===== src/rtl/axon_fanout.sv =====
// Axon fan-out stage: expands each accepted spike over a KxK kernel into
// synaptic events for the synapse/dendrite stage, with a one-cycle GAP after
// each spike so sd's read-modify-write never sees back-to-back spikes.
// Optional feature macro: AXON_PERF_CNT_EN adds spike/event performance counters.
module axon_fanout #(
    parameter int unsigned SW      = 24,
    parameter int unsigned NNW     = 12,
    parameter int unsigned WD      = 6,
    parameter int unsigned LAN_num = 2
) (
    input  logic               clk_AXON,
    input  logic               rst,
    input  logic [SW-1:0]      spk_in_data,
    input  logic               spk_in_vld,
    output logic               spk_in_rdy,
    input  logic               config_axon_en,
    input  logic [3:0]         config_axon_ksize,
    input  logic [7:0]         config_axon_out_w,
    input  logic [7:0]         config_axon_out_h,
    output logic [NNW-1:0]     axon_sd_vm_addr,
    output logic [WD-1:0]      axon_sd_wgt_addr,
    output logic [LAN_num-1:0] axon_sd_lans,
    output logic               axon_sd_vld,
    output logic               axon_busy
`ifdef AXON_PERF_CNT_EN
    ,
    input  logic               perf_clr,
    output logic [31:0]        perf_spk_cnt,
    output logic [31:0]        perf_evt_cnt
`endif
);

    typedef enum logic [1:0] {StIdle, StExpand, StGap} state_e;

    state_e             state_q, state_d;
    logic [7:0]         x_q, y_q, out_w_q, out_h_q;
    logic [LAN_num-1:0] lans_q;
    logic [3:0]         k_q, k_clamp;
    logic [2:0]         kx_q, ky_q;
    logic               accept, last_kx, last_ky, in_bounds;
    logic [8:0]         tx, ty;
    logic [16:0]        addr_full;
    logic               unused_z;

    // Bits of z above the lane field carry no meaning for this stage.
    assign unused_z = ^spk_in_data[7:LAN_num];

    assign spk_in_rdy = config_axon_en && (state_q == StIdle) && !rst;
    assign accept     = spk_in_vld && spk_in_rdy;
    assign axon_busy  = (state_q != StIdle) || axon_sd_vld;

    // Clamp the requested kernel size into 1..8.
    always_comb begin
        k_clamp = config_axon_ksize;
        if (config_axon_ksize == 4'd0) begin
            k_clamp = 4'd1;
        end else if (config_axon_ksize > 4'd8) begin
            k_clamp = 4'd8;
        end
    end

    assign last_kx = ({1'b0, kx_q} == (k_q - 4'd1));
    assign last_ky = ({1'b0, ky_q} == (k_q - 4'd1));

    // 9-bit two's complement: bit 8 set means the target fell below zero.
    assign tx = {1'b0, x_q} - {6'b0, kx_q};
    assign ty = {1'b0, y_q} - {6'b0, ky_q};
    assign in_bounds = !tx[8] && (tx[7:0] < out_w_q) && !ty[8] && (ty[7:0] < out_h_q);
    assign addr_full = ({9'b0, ty[7:0]} * {9'b0, out_w_q}) + {9'b0, tx[7:0]};

    // Next-state: IDLE -> EXPAND for K*K cycles -> one GAP cycle -> IDLE.
    always_comb begin
        state_d = state_q;
        unique case (state_q)
            StIdle:   if (accept) state_d = StExpand;
            StExpand: if (last_kx && last_ky) state_d = StGap;
            StGap:    state_d = StIdle;
            default:  state_d = StIdle;
        endcase
    end

    // State register.
    always_ff @(posedge clk_AXON) begin
        if (rst) begin
            state_q <= StIdle;
        end else begin
            state_q <= state_d;
        end
    end

    // Latch the spike and its config on accept; step the kernel, kx fastest.
    always_ff @(posedge clk_AXON) begin
        if (rst) begin
            x_q     <= '0;
            y_q     <= '0;
            lans_q  <= '0;
            k_q     <= 4'd1;
            out_w_q <= '0;
            out_h_q <= '0;
            kx_q    <= '0;
            ky_q    <= '0;
        end else if (accept) begin
            x_q     <= spk_in_data[23:16];
            y_q     <= spk_in_data[15:8];
            lans_q  <= spk_in_data[LAN_num-1:0];
            k_q     <= k_clamp;
            out_w_q <= config_axon_out_w;
            out_h_q <= config_axon_out_h;
            kx_q    <= '0;
            ky_q    <= '0;
        end else if (state_q == StExpand) begin
            if (last_kx) begin
                kx_q <= '0;
                ky_q <= ky_q + 3'd1;
            end else begin
                kx_q <= kx_q + 3'd1;
            end
        end
    end

    // Registered event outputs; addresses hold their last value when idle.
    always_ff @(posedge clk_AXON) begin
        if (rst) begin
            axon_sd_vld      <= 1'b0;
            axon_sd_vm_addr  <= '0;
            axon_sd_wgt_addr <= '0;
            axon_sd_lans     <= '0;
        end else begin
            axon_sd_vld <= (state_q == StExpand) && in_bounds;
            if ((state_q == StExpand) && in_bounds) begin
                axon_sd_vm_addr  <= addr_full[NNW-1:0];
                axon_sd_wgt_addr <= {ky_q, kx_q};
                axon_sd_lans     <= lans_q;
            end
        end
    end

`ifdef AXON_PERF_CNT_EN
    // Performance counters; clear takes priority over a same-cycle increment.
    always_ff @(posedge clk_AXON) begin
        if (rst || perf_clr) begin
            perf_spk_cnt <= '0;
            perf_evt_cnt <= '0;
        end else begin
            if (accept) perf_spk_cnt <= perf_spk_cnt + 32'd1;
            if (axon_sd_vld) perf_evt_cnt <= perf_evt_cnt + 32'd1;
        end
    end
`endif

endmodule


===== config.mk =====
export PLATFORM = sky130hd
export DESIGN_NAME = axon_fanout
export DESIGN_NICKNAME = d
export VERILOG_FILES = /design/src/rtl/axon_fanout.sv
export SDC_FILE = /design/constraint.sdc
export NUM_CORES = 1
export LEC_CHECK = 0
export ABC_AREA = 1
export BUFFER_PORTS_ARGS = -buffer_cell sky130_fd_sc_hd__buf_2
export CORE_UTILIZATION = 50
export CTS_CLUSTER_DIAMETER = 100
export DETAILED_ROUTE_END_ITERATION = 8
export GPL_ROUTABILITY_DRIVEN = 0
export GPL_TIMING_DRIVEN = 0
export PLACE_DENSITY_LB_ADDON = 0.12
export SETUP_SLACK_MARGIN = 0.3
export SLEW_MARGIN = 10
export SYNTH_ARGS = -nofsm -noshare
export SYNTH_HDL_FRONTEND = slang
export SYNTH_SLANG_ARGS = --single-unit
export TNS_END_PERCENT = 20

===== constraint.sdc =====
create_clock -name clk_AXON -period 11.4 [get_ports clk_AXON]
set_input_delay 2.28 -clock clk_AXON [delete_from_list [all_inputs] [get_ports clk_AXON]]
set_output_delay 2.28 -clock clk_AXON [all_outputs]
set_load 0.01 [all_outputs]

==> run metrics <==
Sum Neg Setup Slack 0 ps; cell taking the most area after synthesis dfxtp_1; Peak VDD IR 0.0000803 V; Slew Limit Fails 0; Synth Net Count 816; DR WL/cell 13.3 um; Core ar. roughly 10000 um^2; number of synthesized register bits 67; initial antenna violation count 0; largest net degree at the start of global routing 14; status completed; hold buffer count at cts 0; initial core utilization 52.3%; Filler cells 960; vias 4494; CP most frequent cell inv_1; Final nets between 800 and 900; crit-path cells inv_1, ha_1, nand3_2, inv_1, nor2_2, xor2_1, inv_1, nor2_1, fa_1, fa_1, fa_1, inv_1, fa_1, inv_1, ha_1, a21oi_1, o21ai_0, a21oi_1, nand3b_1, nand2_1, nand2_1, nand2_1, a21oi_2; Post-Syn Instances 681; post-synth top area share 26.0%; Final Non-Filler Cells 893; Startpoint Class flip-flop; Post-DP HPWL 9860 um; dpl cells 877; DRC 0; Antenna Cells 0; Syn Std Cell Area slightly above 5000 um^2; Seq/Total Area, Yosys a little over a quarter; I/O pin count 71; crit path time final 5920 ps; Clock Skew 19.0 ps; clock tree buffer depth 2; Area growth syn-to-layout 13.6%; Worst-Margin Slew around 630 ps; CTS tree built; arrival time worst endpoint 6210 ps; Critical Path Slowest Stage Cell xor2_1; first-pass GRT wire length 20400 um; Fmax achieved about 170 MHz; # rows 36; Top delay family on crit path adder cells; final WL between 10000 and 15000 um; power per cell area between 100 and 150 nW/um^2; GRT Residual Overflow 0; Req. time, crit path about 12000 ps; vias per cell 5.03; CTS H-tree depth 3; min-delay src axon_sd_vm_addr[6]; worst hold path type reg2reg; max-cap violation count 0; DRT iter0 DRCs 216; Critical Path Start ky_q[2]; layout cells sized above 1 15.4%; Commonest cells post-synth 138 x inv_1, 123 x nand2_1, 83 x nor2_1, 67 x dfxtp_1, 54 x o21ai_0; count of input and output buffers 63; Root Buffer clkbuf_8; chip width 104 um; most frequent cell after synthesis inv_1; total power 0.000766 W; Clock transition at path regs 90 ps; Final period util slightly above 50%; GR Util All Layers 23.6%; distinct cell type count after synthesis 38; vias in the first global route between 4000 and 5000; Post-DP Area between 5000 and 6000 um^2; final setup vio count 0; Crit. End Element flip-flop; final core occ 59.4%; Post-synth top flop dfxtp_1; total clock buffers created by CTS 9; Worst-Skew Late Latency 350 ps; die height 104 um; Max-slew headroom 57.7%; top cells by area, synth dfxtp_1 26%, fa_1 16%, ha_1 11%, inv_1 10%, nand2_1 9.0%; First-pass DRT Iterations 4; die area 10700 um^2; combined area of the multi-input logic cells 3190 um^2; number of routed nets with antenna violations 0; Syn Area/Cell 7.57 um^2; Post-CTS Setup Inserts 0; FF+latch area around 1300 um^2; Buffers & Inverters on Critical Path 5; Sink Count 67; final hold vios 0; leakage power 2.91 nW; CP peak stage delay 540 ps; EDFF count, synth 0; post-CTS resize count 0; asr flop ratio synth 0%; RSZ-0062 raised after global routing no; CP max FO 6; WS Path Type reg2reg; post-route design area 5860 um^2; synth warn 0; R2R Path Start ky_q[2]
[layer usage]
metal	track usage [%]	routed length [um]	part of all wire, %
met1	29.8	5150	43
met2	41.3	5830	49
met3	3.21	612	5.2
met4	7.97	256	2.2
met5	0	0	0
[cell type report]
cell class              count  share of cell area, %
flip-flops and latches     67                   22.9
clock inverters             7                   1.67
repair buffers             63                   5.38
well taps                 133                   2.84
inverters                 143                   9.16
clock buffers               9                   2.11
plain buffers              16                   1.54
multi-input cells         455                   54.4
[where the power goes]
part           switching, W  leakage, nW  internal (W)
logic              0.000175         2.26      0.000105
clock network     0.0000994        0.106      0.000124
registers         0.0000107        0.545      0.000251
[worst paths after layout]
| check | to | slack [ps] | cells after the start |
|---|---|---|---|
| min reg2reg | axon_sd_vm_addr[6] | 470 | 2 |
| min | axon_sd_vm_addr[6] | 470 | 2 |
| max | axon_sd_vm_addr[11] | 5480 | 23 |
| max reg2reg | axon_sd_vm_addr[11] | 5480 | 23 |
[stage by stage]
step,setup WS [ps],hold WS (ps)
floorplan,6400,437
global placement,5600,452
detailed placement,5430,454
CTS,5430,472
global route,5100,501
finish,5480,469
[sequential cells by signal, summed over array words and instances, names as in the netlist, 3 cells and up]
name	count
axon_sd_wgt_addr	6
ky_q	3
kx_q	3
x_q	8
axon_sd_vm_addr	12
out_w_q	8
k_q	4
out_h_q	8
y_q	8
[placed cells by master, fill, tap and decap left out, types with 3 or more instances in the layout]
master and count:
a211oi_1 4, a21oi_1 23, a22o_1 6, buf_2 71
buf_4 3, clkbuf_1 3, clkbuf_8 9, dfxtp_1 67
fa_1 41, ha_1 46, inv_1 138, inv_2 3
nand2_1 123, nand2_2 3, nand3_1 19, nand3_2 4
nand4_1 8, nor2_1 83, nor2_2 4, o21ai_0 54
or2_2 3, xnor2_1 4, xor2_1 14
[kinds of logic (layout without fill, tap and decap cells)]
family	count (synthesis)	count (layout)	synth area share (%)
and+or+nand+nor	256	256	21.5
buffers and inverters	159	238	12.2
AOI/OAI and AO/OA	94	94	10.1
DFF	67	67	26.0
xor gates and xnor gates	18	18	3.06
adders and majority gates	87	87	27.1
[worst reg2reg max path, delay by kind of cell, from the launching register on]
kind                     cells  cell delay, ps
AND/OR/NAND/NOR              7             870
buffers and inverters        5             460
XOR/XNOR                     1             540
flip-flops                   1             450
AO/OA/AOI/OAI                4             770
adder cells (fa/ha/maj)      6            2790
Power figures use the tool's default switching activity.
